**config.mk**
```make
export PLATFORM = sky130hd
export DESIGN_NAME = regfile_access_arbiter
export DESIGN_NICKNAME = d
export VERILOG_FILES = /design/src/rtl/regfile_pkg.sv /design/src/rtl/rr_arbiter.sv /design/src/rtl/regfile_access_arbiter.sv
export SDC_FILE = /design/constraint.sdc
export NUM_CORES = 1
export LEC_CHECK = 0
export BUFFER_PORTS_ARGS = -buffer_cell sky130_fd_sc_hd__buf_2
export CORE_UTILIZATION = 43
export DETAILED_ROUTE_END_ITERATION = 8
export PLACE_DENSITY = 0.87
export SETUP_SLACK_MARGIN = 0.2
export SLEW_MARGIN = 40
export SYNTH_ARGS = -nofsm -noshare
export SYNTH_HDL_FRONTEND = slang
export SYNTH_SLANG_ARGS = --single-unit
```
**constraint.sdc**
```tcl
create_clock -name clk -period 1.9 [get_ports clk]
set_clock_uncertainty 0.15 [all_clocks]
set_input_delay 0.19 -clock clk [delete_from_list [all_inputs] [get_ports clk]]
set_output_delay 0.19 -clock clk [all_outputs]
set_load 0.05 [all_outputs]
```
**src/rtl/regfile_pkg.sv**
```systemverilog
// Shared constants and FSM encoding for the register-file access arbiter.
package regfile_pkg;

  localparam int RF_DW    = 8;
  localparam int RF_AW    = 3;
  localparam int RF_DEPTH = 8;

  typedef enum logic [1:0] {
    IDLE  = 2'd0,
    ISSUE = 2'd1,
    RESP  = 2'd2
  } rf_state_t;

endpackage

```
**src/rtl/rr_arbiter.sv**
```systemverilog
// Combinational round-robin picker: first set request at or after ptr, wrapping.
module rr_arbiter #(
  parameter int NREQ = 2,
  parameter int IW   = $clog2(NREQ)
) (
  input  logic [NREQ-1:0] req,
  input  logic [IW-1:0]   ptr,
  output logic [NREQ-1:0] grant,
  output logic [IW-1:0]   grant_idx
);

  always_comb begin
    int unsigned idx;
    logic        found;
    grant     = '0;
    grant_idx = '0;
    found     = 1'b0;
    idx       = 0;
    for (int unsigned k = 0; k < NREQ; k++) begin
      idx = (int'(ptr) + k) % NREQ;
      if (!found && req[idx]) begin
        found     = 1'b1;
        grant     = NREQ'(1) << idx;
        grant_idx = IW'(idx);
      end
    end
  end

endmodule

```
**src/rtl/regfile_access_arbiter.sv**
```systemverilog
// Serialises read/write requests from NREQ requesters onto one shared 8x8 register file.
module regfile_access_arbiter
  import regfile_pkg::*;
#(
  parameter int NREQ = 2,
  parameter int DW   = RF_DW,
  parameter int AW   = RF_AW
) (
  input  logic                     clk,
  input  logic                     rst,
  input  logic [NREQ-1:0]          req_valid,
  output logic [NREQ-1:0]          req_ready,
  input  logic [NREQ-1:0]          req_write,
  input  logic [NREQ*AW-1:0]       req_addr_a,
  input  logic [NREQ*AW-1:0]       req_addr_b,
  input  logic [NREQ*DW-1:0]       req_wdata,
  output logic                     rsp_valid,
  input  logic                     rsp_ready,
  output logic [$clog2(NREQ)-1:0]  rsp_id,
  output logic                     rsp_write,
  output logic [DW-1:0]            rsp_data_1,
  output logic [DW-1:0]            rsp_data_2,
  output logic [AW-1:0]            rf_read_port_1,
  output logic [AW-1:0]            rf_read_port_2,
  output logic [AW-1:0]            rf_write_port_1,
  output logic                     rf_write_enable,
  output logic [DW-1:0]            rf_write_data,
  input  logic [DW-1:0]            rf_read_data_1,
  input  logic [DW-1:0]            rf_read_data_2
);

  localparam int IW = $clog2(NREQ);

  rf_state_t       state, state_next;
  logic [IW-1:0]   ptr;
  logic [NREQ-1:0] grant;
  logic [IW-1:0]   grant_idx;
  logic            accept;
  logic            op_write;
  logic [AW-1:0]   cap_a, cap_b;
  logic [DW-1:0]   cap_wdata;

  rr_arbiter #(.NREQ(NREQ), .IW(IW)) u_rr (
    .req       (req_valid),
    .ptr       (ptr),
    .grant     (grant),
    .grant_idx (grant_idx)
  );

  // The grant is always one of the valid requesters, so any request in IDLE is a handshake.
  assign accept = (state == IDLE) && (|req_valid) && !rst;

  always_ff @(posedge clk) begin
    if (rst) begin
      state      <= IDLE;
      ptr        <= '0;
      op_write   <= 1'b0;
      cap_a      <= '0;
      cap_b      <= '0;
      cap_wdata  <= '0;
      rsp_id     <= '0;
      rsp_write  <= 1'b0;
      rsp_data_1 <= '0;
      rsp_data_2 <= '0;
    end else begin
      state <= state_next;
      if (accept) begin
        op_write  <= req_write[grant_idx];
        cap_a     <= req_addr_a[grant_idx*AW +: AW];
        cap_b     <= req_addr_b[grant_idx*AW +: AW];
        cap_wdata <= req_wdata[grant_idx*DW +: DW];
        rsp_id    <= grant_idx;
        rsp_write <= req_write[grant_idx];
        ptr       <= (int'(grant_idx) == NREQ - 1) ? '0 : grant_idx + 1'b1;
      end
      if (state == ISSUE && !op_write) begin
        rsp_data_1 <= rf_read_data_1;
        rsp_data_2 <= rf_read_data_2;
      end
    end
  end

  always_comb begin
    state_next = state;
    case (state)
      IDLE:    if (|req_valid) state_next = ISSUE;
      ISSUE:   state_next = RESP;
      RESP:    if (rsp_ready) state_next = IDLE;
      default: state_next = IDLE;
    endcase
  end

  // rst gates the combinational outputs so a write in ISSUE is squashed in the reset cycle.
  always_comb begin
    req_ready       = '0;
    rsp_valid       = 1'b0;
    rf_write_enable = 1'b0;
    rf_read_port_1  = cap_a;
    rf_read_port_2  = cap_b;
    rf_write_port_1 = cap_a;
    rf_write_data   = cap_wdata;
    if (!rst) begin
      if (state == IDLE)  req_ready = grant;
      if (state == RESP)  rsp_valid = 1'b1;
      if (state == ISSUE) rf_write_enable = op_write;
    end
  end

endmodule
```
# [Yosys cells after proc, flatten, opt, wreduce, memory -nomap -nowiden]
# Cells that the tools add are included.
[totals] wordCells=55 ff_bits=35
[op_classes] shift=5 reduce_logical=10 order_cmp=3 n_addsub=2 mux=21 n_mul=1 n_eq_ne=4
[ops] op="indexed part select 16 x 5 -> 8 bit" count=1
[ops] op="two-way mux 1 bit" count=14
[ops] op="two-way mux 2 bit" count=6
[ops] op="indexed part select 6 x 4 -> 3 bit" count=2
[ops] op="less-than comparator 1 x 2 -> 1 bit (second input constant)" count=3
[ops] op="case mux 2 bit (3 select lines)" count=1
[ops] op="logical AND 1 bit" count=4
[ops] op="left shift 1 x 1 -> 2 bit (first input constant)" count=2
[ops] op="zero test 1 bit" count=3
[ops] op="multiplier 1 x 2 -> 3 bit (second input constant)" count=1
[ops] op="adder 1 bit (second input constant)" count=2
[ops] op="== test 2 x 1 -> 1 bit (second input constant)" count=1
[ops] op="== test 2 bit (second input constant)" count=1
[ops] op="zero test 2 bit" count=1
[ops] op="inequality test 2 x 1 -> 1 bit (second input constant)" count=1
[ops] op="inequality test 2 bit (second input constant)" count=1
[ops] op="AND reduction 2 bit" count=1
[ops] op="OR reduction 2 bit" count=1

# [Longest topological paths before layout]
# Gate-level depths: netlist (run 1).
[depth] word_depth=8 ltp_mapped=5

# [Cells and area by module]
# A second synthesis (run 1) with hierarchy kept.
[unflattened] cells_unflattened=167 area_unflattened_um2=1585.3
[modules_own_cells] mod="regfile_access_arbiter" cells_per_inst=163 area_per_inst_um2=1559.0 seq_area_each_um2=700.7 n_inst=1
[modules_own_cells] mod="rr_arbiter" cells_per_inst=4 area_per_inst_um2=26.3 seq_area_each_um2=0.0 n_inst=1

# [Least setup slack after synthesis (run 1)]
# Ideal clock, no wire load.
[synth_path] path_kind="register -> output" start="register ptr" end="output port req_ready[1]" path_buffers=2 arrival_time_ps=1968 required_ps=1560 path_stages_with_launch=6 slack_ps=-408 cell_sequence="dfxtp_1 -> nand2b_1 -> buf_2 -> buf_1 -> nand2_1 -> nor3_1"
[synth_via] elab_chain_len=8 elab_cells_between_ends=14 cone_classes="add/sub: 1; shift: 2; mux: 9; reduce/logical: 2"
[synth_rtl] element="start, declared" line_no="regfile_access_arbiter.sv:35" text="logic [IW-1:0] ptr;"
[synth_rtl] element="start signal, assigned" line_no="regfile_access_arbiter.sv:74" text="ptr <= (int'(grant_idx) == NREQ - 1) ? '0 : grant_idx + 1'b1;"
[synth_rtl] element="two-way mux 1 bit (not written as such) (2 in a row)" line_no="rr_arbiter.sv:21" text="if (!found && req[idx]) begin"
[synth_rtl] element="two-way mux 1 bit" line_no="rr_arbiter.sv:21"
[synth_rtl] element="zero test 1 bit" line_no="rr_arbiter.sv:21"
[synth_rtl] element="logical AND 1 bit" line_no="rr_arbiter.sv:21"
[synth_rtl] element="two-way mux 2 bit (*)" line_no="rr_arbiter.sv:21"
[synth_rtl] element="two-way mux 2 bit (*)" line_no="regfile_access_arbiter.sv:103" text="if (state == IDLE) req_ready = grant;"
[synth_rtl] element="two-way mux 2 bit (*)" line_no="regfile_access_arbiter.sv:102" text="if (!rst) begin"
[synth_rtl] element="end, declared" line_no="regfile_access_arbiter.sv:12" text="output logic [NREQ-1:0] req_ready,"
# Every way passes the cells marked *; elsewhere a longest branch is shown, timed or not. The select of a mux whose other input is x is not followed.

# [Worst setup path in the final report (run 1)]
[layout_path] start="register state[1]" end="output port req_ready[1]"
[layout_via] elab_chain_len=3
[layout_rtl] element="start, declared" line_no="regfile_access_arbiter.sv:34" text="rf_state_t state, state_next;"
[layout_rtl] element="start signal, assigned" line_no="regfile_access_arbiter.sv:66" text="state <= state_next;"
[layout_rtl] element="zero test 2 bit" line_no="regfile_access_arbiter.sv:103"
[layout_rtl] element="two-way mux 2 bit" line_no="regfile_access_arbiter.sv:103"
[layout_rtl] element="two-way mux 2 bit" line_no="regfile_access_arbiter.sv:102"
# Every way passes these cells.

==> results of run 1 <==
==> routing by layer <==
metal  vias to the layer above  GRT usage  wire length, µm
li1                        828          -                -
met1                       775      0.286             1920
met2                        63      0.453             2310
met3                        12     0.0864              263
met4                         0      0.113              121
met5                         -          0                0
==> timing repair <==
action | 4_1_cts | 5_1_grt
buffers inserted | 3 | 0
cloned | 1 | 0
hold buffers | 17 | 0
resized for setup | 9 | 3
hold endpoints to repair | 17 | 0
pin swaps | 3 | 0
setup endpoints to repair | 18 | 11
==> Yosys cell counts, types with 3 or more instances <==
master | count | area share
nand4b_1 | 15 | 0.084
nor3_1 | 3 | 0.0097
o2111a_1 | 15 | 0.11
buf_4 | 4 | 0.019
dfxtp_1 | 35 | 0.45
clkbuf_1 | 4 | 0.0097
or3_1 | 15 | 0.060
nor2_1 | 3 | 0.0072
buf_2 | 6 | 0.019
a21oi_1 | 18 | 0.058
nand2_1 | 33 | 0.080
==> final cells by class <==
class	instances	area (µm²)	share of cell area
multi-input cells	117	793	0.343
flip-flops and latches	35	707	0.305
repair buffers	114	693	0.299
well taps	46	57.6	0.0249
clock buffers	6	51.3	0.0222
inverters	2	7.51	0.00324
clock inverters	1	5.00	0.00216
==> tightest hold or removal path, stage by stage <==
cell and delay (ns):
buf_2 0.11, nor2_1 0.06, nor3_1 0.11
==> flip-flops by register name, summed over array words and instances (netlist names) <==
register        cells
rf_read_port_2      3
rsp_id              1
rsp_data_1          8
op_write            1
state               2
rf_read_port_1      3
rsp_data_2          8
rf_write_data       8
ptr                 1
==> per-stage QoR <==
stage	worst slack [ns]	cells	total power [W]	hold slack (ns)	utilization
2_1_floorplan	0.00642	171	0.00135	0.119	-
3_3_place_gp	0.211	293	0.00149	0.281	0.597
3_5_place_dp	0.169	293	0.00151	0.288	0.597
4_1_cts	0.203	321	0.00196	0.0186	0.680
5_1_grt	0.172	321	0.00206	0.0372	0.683
6_report	0.235	321	0.00195	0.0320	0.683
==> where the power goes <==
group	internal [W]	switching (W)
sequential	0.000804	0.0000431
combinational	0.000227	0.000471
clock	0.000171	0.000237
==> cell families (layout without fill, tap and decap cells) <==
kind of cell / after synthesis / in the layout
and+or+nand+nor: 79 / 80
DFF: 35 / 35
AOI/OAI and AO/OA: 37 / 37
buffers and inverters: 20 / 123
==> how the worst min path moves through the flow <==
stage | startpoint | endpoint | cells after the start
CTS | req_valid[0] | state[0]$_SDFFE_PP0P_ | 3
detailed placement | rf_read_data_2[7] | rsp_data_2[7]$_SDFFE_PP0P_ | 3
global placement | rf_read_data_1[1] | rsp_data_1[1]$_SDFFE_PP0P_ | 3
global route | req_wdata[13] | rf_write_data[5]$_SDFFE_PP0P_ | 3
floorplan | rst | state[0]$_SDFFE_PP0P_ | 1
finish | req_valid[0] | state[0]$_SDFFE_PP0P_ | 3
==> results.md, run 1 <==
* Htree depth at 2
* Fmax achieved at between 600 and 700 MHz
* Most frequent cells in the layout: 85 x buf_2, 33 x nand2_1, 32 x dfxtp_1, 18 x a21oi_1, 17 x dlygate4sd3_1
* Pins over their slew limit at 0
* Core area at about 3400 µm²
* All-Layer GR Usage at 0.260
* Hpwl dp at just under 3 mm
* Longest Clk Path Bufs at 2
* FFs w/ async S/R, synth at 0
* Critical path required time at around 1.6 ns
* Area after DPL at between 2000 and 2500 µm²
* Complex-gate fraction of the synthesized area at 0.186
* Reg2Reg Capture Point: rf_write_data[6]$_SDFFE_PP0P_
* Area delta synth->final at 48.8%
* Unrepaired setup endpoints after global routing: yes
* Vias in the first global route at approximately 1,700
* Clock Sinks at 35
* Syn Area/Cell at a little over 9 µm²
* Delay-heaviest family, CP: simple AND/OR/NAND/NOR gates
* Nets at between 300 and 400
* Initial drt markers at 79
* Post-Syn Area at ~1600 µm²
* Final min period at ~1.7 ns
* Number of port buffers at between 80 and 90
* Mux contribution to synthesized area at 0
* Worst-skew pair later-pin latency at roughly 0.34 ns
* Vias after detailed routing at ~1,700
* CP Capture Point: req_ready[1]
* Crit. Startpoint: state[1]$_SDFFE_PP0P_
* Largest net degree at the start of global routing at 18
* Most common cell after layout, fill and taps aside: buf_2
* HP Class: primary input to flop
* Layout cells sized above 1 at 0.425
* Max_slew headroom at 0.572
* Seq/Total Area, Yosys at 0.451
* Synth Area in Simple Gates at 0.291
* Post-synth EDFFs at 0
* DRC Markers at 0
* Die X at 62.1 µm
* Initial antenna violation count at 0
* Worst-Margin Slew at roughly 0.64 ns
* Die footprint at between 3000 and 4000 µm²
* Worst r2r src: state[1]$_SDFFE_PP0P_
* Power Density at ~840 nW/µm²
* Number of max-cap violations at 0
* R2R setup slack at ~0.24 ns
* Critical Path AT at between 1 and 1.5 ns
* Crit-path cells: or2_4, nor3_4, buf_6
* Status: finished clean
* Final hold viol count at 0
* Synthesized Nets at around 220
* Crit path max-delay cell type: dfxtp_4
* R2r worst-path depth at 3
* CP Capture Type: output port
* WP buf/inv at 1
* Leakage at around 1.0 nW
* Routed Antenna Nets at 0
* Crit path max fanout at 6
* Post-DR wirelength/cell at 14.4 µm
* Area share of xor/xnor cells in the synthesized design at 0
* GRT overflow at 0
* Largest family of logic cells by synthesized area: simple AND/OR/NAND/NOR gates
* Diodes inserted at 0
* Slowest stage delay, CP at roughly 0.37 ns
* Flop and latch count out of synthesis at 35
* Die Ht at between 60 and 70 µm
* Starting Density at 0.459
* DR pass1 iterations at 4
* WS Path Type: flop to output port
* Peak VDD IR at around 0.51 mV
* Total wire length at ~4.6 mm
* Syn. warnings at 0
* TritonCTS Buffers at 5
* Finished Cell Area at 2310 µm²
* Reg clk slew, reported paths at 0.10 ns
* Synth cell types at 26
* I/O pins at 90
* Setup_tns at 0 ns
* Tcrit/Tclk final at 0.876
* Synth Flop Type: dfxtp_1
* Gpl congestion at roughly 0.76
* FILL cells at slightly below 300
* First-pass GRT wire length at 7.78 mm
* Cell count after synthesis at 171
* Vias per cell at 5.23
* Row cnt at 21
* CTS tree: done
* Post-Synth Adder-Cell Area at 0
* Cell count along the critical path at 3
* Root buffer cell: clkbuf_4
* Final setup viols at 0
* CP startpoint kind: flop
Power figures use the tool's default switching activity.
==> run 2: changes to the inputs <==
- CTS_BUF_LIST: default -> sky130_fd_sc_hd__clkbuf_8 sky130_fd_sc_hd__clkbuf_16
==> run 2 against run 1 <==
  * The flow now finishes with violations (hold timing)
  * Register-to-register slack improved by 0.08 ns
  * Utilization fell by 0.96 points
  * Cell area fell by 1.4%
  * Cell count fell by 1.6%
  * Sequential share of layout area rose by 0.27 points
==> results.md, run 2 (synthesis gave the netlist of run 1 again) <==
* Slowest stage delay, CP at 0.36 ns (was 0.37 ns)
* Initial antenna violation count at 0 (unchanged)
* Final min period at 1.68 ns (was 1.67 ns)
* Fmax achieved at 595 MHz (was 601 MHz)
* Power Density at 910 nW/µm² (was 844 nW/µm²)
* Nets at 321 (was 326)
* Flop pwr share at 0.409 (was 0.434)
* WP buf/inv at 1 (unchanged)
* Final worst slack at 0.220 ns (was 0.235 ns)
* Gpl congestion at 0.760 (unchanged)
* Crit path max fanout at 8 (was 6)
* Final setup viols at 0 (unchanged)
* Pins over their slew limit at 0 (unchanged)
* Setup_tns at 0 ns (unchanged)
* Switching Share at 0.370 (was 0.384)
* Htree depth at 2 (unchanged)
* Clock Sinks at 35 (unchanged)
* Number of max-cap violations at 0 (unchanged)
* Internal power at 0.00131 W (was 0.00120 W)
* Worst-skew pair later-pin latency at 0.28 ns (was 0.34 ns)
* CP startpoint kind: flop (unchanged)
* Number of port buffers at 89 (unchanged)
* DR pass1 iterations at 4 (unchanged)
* Post-DR wirelength/cell at 14.4 µm (about the same)
* Peak VDD IR at 0.535 mV (was 0.505 mV)
* Leakage at 1.04 nW (was 1.05 nW)
* Most frequent cells in the layout: 87 x buf_2, 33 x nand2_1, 33 x dfxtp_1, 18 x a21oi_1 (was 85 x buf_2, 33 x nand2_1, 32 x dfxtp_1, 18 x a21oi_1, 17 x dlygate4sd3_1)
* Comb pwr share at 0.329 (was 0.357)
* FILL cells at 298 (was 294)
* Longest Clk Path Bufs at 2 (unchanged)
* Die Ht at 62.1 µm (unchanged)
* Util after Layout at 0.673 (was 0.683)
* Worst-Margin Slew at 0.554 ns (was 0.642 ns)
* Final hold viol count at 1 (was 0)
* Delay-heaviest family, CP: simple AND/OR/NAND/NOR gates (unchanged)
* DRC Markers at 0 (unchanged)
* Die footprint at 3860 µm² (unchanged)
* Crit path max-delay cell type: dfxtp_2 (was dfxtp_4)
* Vias in the first global route at 1,668 (was 1,698)
* First-pass GRT wire length at 7.41 mm (was 7.78 mm)
* Status: finished with violations (was finished clean)
* Layout cells sized above 1 at 0.426 (was 0.425)
* Area after DPL at 2020 µm² (unchanged)
* Vias per cell at 5.21 (was 5.23)
* Critical path required time at 1.56 ns (about the same)
* Unrepaired setup endpoints after global routing: yes (unchanged)
* Reg clk slew, reported paths at 0.07 ns (was 0.10 ns)
* Die X at 62.1 µm (unchanged)
* Finished Cell Area at 2280 µm² (was 2310 µm²)
* CTS tree: done (unchanged)
* Dpl ws at 0.169 ns (unchanged)
* Critical Path AT at 1.34 ns (was 1.33 ns)
* Root buffer cell: clkbuf_8 (was clkbuf_4)
* Psw at 0.000769 W (was 0.000751 W)
* Design Power at 0.00208 W (was 0.00195 W)
* Hpwl dp at 2.89 mm (unchanged)
* HP Class: primary input to flop (unchanged)
* Row cnt at 21 (unchanged)
* Diodes inserted at 0 (unchanged)
* Initial drt markers at 75 (was 79)
* Vias after detailed routing at 1,646 (was 1,678)
* Core area at 3390 µm² (unchanged)
* Total wire length at 4.54 mm (was 4.62 mm)
* Fin Hold WS at -0.000856 ns (was 0.0320 ns)
* CP Capture Type: output port (unchanged)
* All-Layer GR Usage at 0.243 (was 0.260)
* I/O pins at 90 (unchanged)
* Starting Density at 0.459 (unchanged)
* Clk pwr share at 0.261 (was 0.209)
* Area delta synth->final at 46.7% (was 48.8%)
* Max_slew headroom at 0.631 (was 0.572)
* Failing checks: hold timing
* GRT overflow at 0 (unchanged)
* Routed Antenna Nets at 0 (unchanged)
* Crit-path cells: or2_4, nor3_2, buf_6 (was or2_4, nor3_4, buf_6)
* WS Path Type: flop to output port (unchanged)
* Most common cell after layout, fill and taps aside: buf_2 (unchanged)
* Largest net degree at the start of global routing at 18 (unchanged)
* TritonCTS Buffers at 5 (unchanged)
* Tcrit/Tclk final at 0.884 (was 0.876)
## run 2: path summary, 6_finish.rpt
| kind | cells past startpoint | slack, ns | endpoint | start |
|---|---|---|---|---|
| setup / recovery | 3 | 0.22 | req_ready[1] | state[1]$_SDFFE_PP0P_ |
| hold / removal | 3 | -0.0009 | rsp_data_1[0]$_SDFFE_PP0P_ | rf_read_data_1[0] |
| hold reg to reg | 2 | 0.30 | rsp_data_1[6]$_SDFFE_PP0P_ | rsp_data_1[6]$_SDFFE_PP0P_ |
| setup reg to reg | 3 | 0.32 | rsp_data_1[1]$_SDFFE_PP0P_ | state[0]$_SDFFE_PP0P_ |
## run 2: final cells by class
class,count,area (µm²),area share
inverter,2,7.51,0.00329
clock inverter,1,5.00,0.00219
clock buffer,6,82.6,0.0362
tap,46,57.6,0.0252
sequential,35,703,0.308
multi-input combinational,117,786,0.344
timing repair buffer,109,641,0.281
## run 2: through the flow
stage	hold slack, ns	cells
2_1_floorplan	0.119	171
4_1_cts	0.00182	316
5_1_grt	0.00500	316
6_report	-0.000856	316
3_3_place_gp	0.281	293
3_5_place_dp	0.288	293
## run 2: worst register-to-register path, stage by stage, from the launching register on
cell and delay, ns:
dfxtp_2 0.40, or3b_1 0.62, nand2_1 0.19, a21oi_1 0.09
## run 2: metal layers
layer,up-vias,track usage,part of all wire
li1,819,-,-
met1,760,0.268,0.42
met2,56,0.431,0.51
met3,11,0.0533,0.055
met4,0,0.131,0.021
met5,-,0,0
## run 2: timing repair
action | 4_1_cts | 5_1_grt
hold buffers | 13 | 0
hold endpoints to repair | 13 | 0
pin swaps | 1 | 0
cloned | 1 | 0
setup endpoints to repair | 17 | 22
buffers inserted | 2 | 0
resized for setup | 4 | 3
## run 2: power groups by stage
stage | logic (W) | clock network [W] | registers [W]
after floorplan | 0.000272 | 0 | 0.00108
after global placement | 0.000633 | 0 | 0.000859
after detailed placement | 0.000643 | 0 | 0.000863
after CTS | 0.000679 | 0.000545 | 0.000848
after global routing | 0.000723 | 0.000583 | 0.000860
final | 0.000684 | 0.000543 | 0.000849
==> run 3: changes to the inputs <==
- ABC_AREA: default -> 1
- PLACE_DENSITY: 0.87 -> 0.86
==> run 3 against run 2 <==
  * The run now ends clean
  * Global-route usage decreased by 4.8 points
  * Synthesized area increased by 2.5%
  * Clock power decreased by 3%
  * Critical path type unchanged
  * Critical endpoint unchanged
==> results.md, run 3 <==
* Status: finished clean (was finished with violations)
* Synth Area in Simple Gates at 0.224 (was 0.291)
* Synth area leader: dfxtp_1 (unchanged)
* Worst-Margin Slew at 0.475 ns (was 0.554 ns)
* Htree depth at 2 (unchanged)
* CTS tree: done (unchanged)
* Post-Synth Adder-Cell Area at 0 (unchanged)
* Yosys top cell area share at 0.440 (was 0.451)
* Post-synth EDFFs at 0 (unchanged)
* CP Capture Type: output port (unchanged)
* Post-synth top cells: 49 x inv_1, 36 x nand2_1, 35 x dfxtp_1 (was 35 x dfxtp_1, 33 x nand2_1, 18 x a21oi_1)
* Post-DR wirelength/cell at 10.3 µm (was 14.4 µm)
* Total wire length at 3.76 mm (was 4.54 mm)
* First-pass GRT wire length at 6.12 mm (was 7.41 mm)
* Vias in the first global route at 1,399 (was 1,668)
* Largest net degree at the start of global routing at 33 (was 18)
* Final setup viols at 0 (unchanged)
* Initial drt markers at 59 (was 75)
* All-Layer GR Usage at 0.195 (was 0.243)
* Core area at 3440 µm² (was 3390 µm²)
* Layout cells sized above 1 at 0.350 (was 0.426)
* Die Ht at 62.9 µm (was 62.1 µm)
* Clock Sinks at 35 (unchanged)
* Syn Area/Cell at 6.90 µm² (was 9.09 µm²)
* HP Class: primary input to flop (unchanged)
* Mux contribution to synthesized area at 0 (unchanged)
* Unrepaired setup endpoints after global routing: no (was yes)
* Synth Flop Type: dfxtp_1 (unchanged)
* DR pass1 iterations at 4 (unchanged)
* Setup_tns at 0 ns (unchanged)
* Met2 Use GR at 0.310 (was 0.431)
* Max_slew headroom at 0.683 (was 0.631)
* Final Non-Filler Cells at 363 (was 316)
* Clk pwr share at 0.250 (was 0.261)
* Die X at 62.9 µm (was 62.1 µm)
* Area after DPL at 2050 µm² (was 2020 µm²)
* Grt met3 use at 0.0529 (was 0.0533)
* Longest Clk Path Bufs at 2 (unchanged)
* Psw at 0.000818 W (was 0.000769 W)
* Flop and latch count out of synthesis at 35 (unchanged)
* Synth cell types at 18 (was 26)
* Flop pwr share at 0.410 (was 0.409)
* Most frequent cells in the layout: 87 x buf_2, 49 x inv_1, 36 x nand2_1, 35 x dfxtp_1, 34 x nand3_1 (was 87 x buf_2, 33 x nand2_1, 33 x dfxtp_1, 18 x a21oi_1)
* Gr busiest metal: met2 (unchanged)
* Comb pwr share at 0.340 (was 0.329)
* I/O pins at 90 (unchanged)
* Post-Syn Area at 1590 µm² (was 1560 µm²)
* Number of port buffers at 89 (unchanged)
* Util after Layout at 0.628 (was 0.673)
* Power Density at 975 nW/µm² (was 910 nW/µm²)
* Row cnt at 21 (unchanged)
* Area contributors post-synth: dfxtp_1 44%, inv_1 12%, nand3_1 11%, a21oi_1 10%, nand2_1 8.5% (was dfxtp_1 45%, o2111a_1 11%, nand4b_1 8.4%, nand2_1 8.0%, or3_1 6.0%)
* Worst-skew pair later-pin latency at 0.28 ns (about the same)
* Delay-heaviest family, CP: flip-flops (was simple AND/OR/NAND/NOR gates)
* Placed insts at 355 (was 293)
* Final hold viol count at 0 (was 1)
* Area delta synth->final at 35.7% (was 46.7%)
* Complex-gate fraction of the synthesized area at 0.158 (was 0.186)
* Final min period at 1.60 ns (was 1.68 ns)
* Reg clk slew, reported paths at 0.07 ns (about the same)
* DRC Markers at 0 (unchanged)
* Root buffer cell: clkbuf_8 (unchanged)
* Cell count after synthesis at 231 (was 171)
* Met1 Track Usage GR at 0.253 (was 0.268)
* Most common cell after layout, fill and taps aside: buf_2 (unchanged)
* WS Path Type: flop to output port (unchanged)
* Area share of xor/xnor cells in the synthesized design at 0 (unchanged)
* Critical Path AT at 1.26 ns (was 1.34 ns)
* Gpl congestion at 0.731 (was 0.760)
* Hpwl dp at 2.81 mm (was 2.89 mm)
* Vias per cell at 4.74 (was 5.21)
* TritonCTS Buffers at 5 (unchanged)
* Critical path required time at 1.56 ns (about the same)
* Initial antenna violation count at 0 (unchanged)
* GRT overflow at 0 (unchanged)
* Finished Cell Area at 2160 µm² (was 2280 µm²)
* Vias after detailed routing at 1,719 (was 1,646)
* Die footprint at 3950 µm² (was 3860 µm²)
* Pins over their slew limit at 0 (unchanged)
* Starting Density at 0.463 (was 0.459)
* Diodes inserted at 0 (unchanged)
* Fmax achieved at 625 MHz (was 595 MHz)
* Synthesized Nets at 282 (was 222)
* Leakage at 1.20 nW (was 1.04 nW)
* Most frequent cell after synthesis: inv_1 (was dfxtp_1)
* Tcrit/Tclk final at 0.843 (was 0.884)
* WP buf/inv at 2 (was 1)
* CP startpoint kind: flop (unchanged)
* Peak VDD IR at 0.437 mV (was 0.535 mV)
* Slowest stage delay, CP at 0.37 ns (was 0.36 ns)
* FFs w/ async S/R, synth at 0 (unchanged)
* Crit path max-delay cell type: dfxtp_1 (was dfxtp_2)
* Number of max-cap violations at 0 (unchanged)
* Crit path max fanout at 17 (was 8)
* Routed Antenna Nets at 0 (unchanged)
* Nets at 368 (was 321)
* Seq/Total Area, Yosys at 0.440 (was 0.451)
* Syn. warnings at 0 (unchanged)
* Crit-path cells: nand2_4, nand2_2, nand3_1, inv_1, buf_4 (was or2_4, nor3_2, buf_6)
* Internal power at 0.00129 W (was 0.00131 W)
* Switching Share at 0.388 (was 0.370)
* Largest family of logic cells by synthesized area: simple AND/OR/NAND/NOR gates (unchanged)
## run 3: cell types whose count changed after synthesis, moves of 14 or more
cell | previous run | this run
inv_1 | 2 | 49
nand3_1 | 1 | 34
a21oi_1 | 18 | 33
nand4b_1 | 15 | 0
o2111a_1 | 15 | 0
or3_1 | 15 | 0
o21ai_1 | 0 | 14
## run 3: metrics by stage
stage | hold slack (ns) | power [W] | worst slack, ns
after floorplan | 0.145 | 0.00143 | 0.271
final | 0.0342 | 0.00211 | 0.299
after CTS | 0.0280 | 0.00213 | 0.258
after detailed placement | 0.245 | 0.00159 | 0.394
after global placement | 0.237 | 0.00158 | 0.437
after global routing | 0.0282 | 0.00224 | 0.203
## run 3: cell type report
cell class	count	area, µm²
Fill cell	325	1280
Sequential cell	35	701
Multi-Input combinational cell	129	636
Timing Repair Buffer	93	483
Inverter	53	199
Clock buffer	6	82.6
Tap cell	46	57.6
Clock inverter	1	5.00
## run 3: final timing paths
path | cells after the start | slack [ns] | from | endpoint
worst min register to register | 2 | 0.29 | rsp_data_2[2]$_SDFFE_PP0P_ | rsp_data_2[2]$_SDFFE_PP0P_
worst max register to register | 6 | 0.43 | state[0]$_SDFFE_PP0P_ | rf_write_data[2]$_SDFFE_PP0P_
worst min-delay path | 3 | 0.03 | rf_read_data_2[5] | rsp_data_2[5]$_SDFFE_PP0P_
worst max-delay path | 5 | 0.30 | ptr$_SDFFE_PP0P_ | req_ready[1]
## run 3: cells by family (layout without fill, tap and decap cells)
kind of cell | after synthesis | count (layout)
AOI/OAI and AO/OA | 50 | 50
buffers and inverters | 67 | 153
DFF | 35 | 35
and+or+nand+nor | 79 | 79
## run 3: layer usage
| layer | vias to the layer above | share of wire |
|---|---|---|
| li1 | 892 | - |
| met4 | 0 | 0.0024 |
| met5 | - | 0 |
| met3 | 2 | 0.079 |
| met2 | 82 | 0.47 |
| met1 | 743 | 0.45 |
## run 3: worst min-delay path: cells and delay by family
family	cells	cell delay, ns
AOI/OAI and AO/OA	2	0.16
buffers and inverters	1	0.08
## run 3: power groups by stage
stage	logic, W	registers (W)	clock network (W)
after floorplan	0.000285	0.00114	0
after global placement	0.000706	0.000875	0
after detailed placement	0.000713	0.000878	0
after CTS	0.000718	0.000863	0.000545
after global routing	0.000771	0.000875	0.000590
final	0.000718	0.000864	0.000527
## run 3: what timing repair did
action                                  4_1_cts  5_1_grt
hold buffers                                  1        0
endpoints found under the setup margin        2        1
buffers inserted                              0        0
endpoints found under the hold margin         1        0
cloned                                        0        0
resized for setup                             3        2
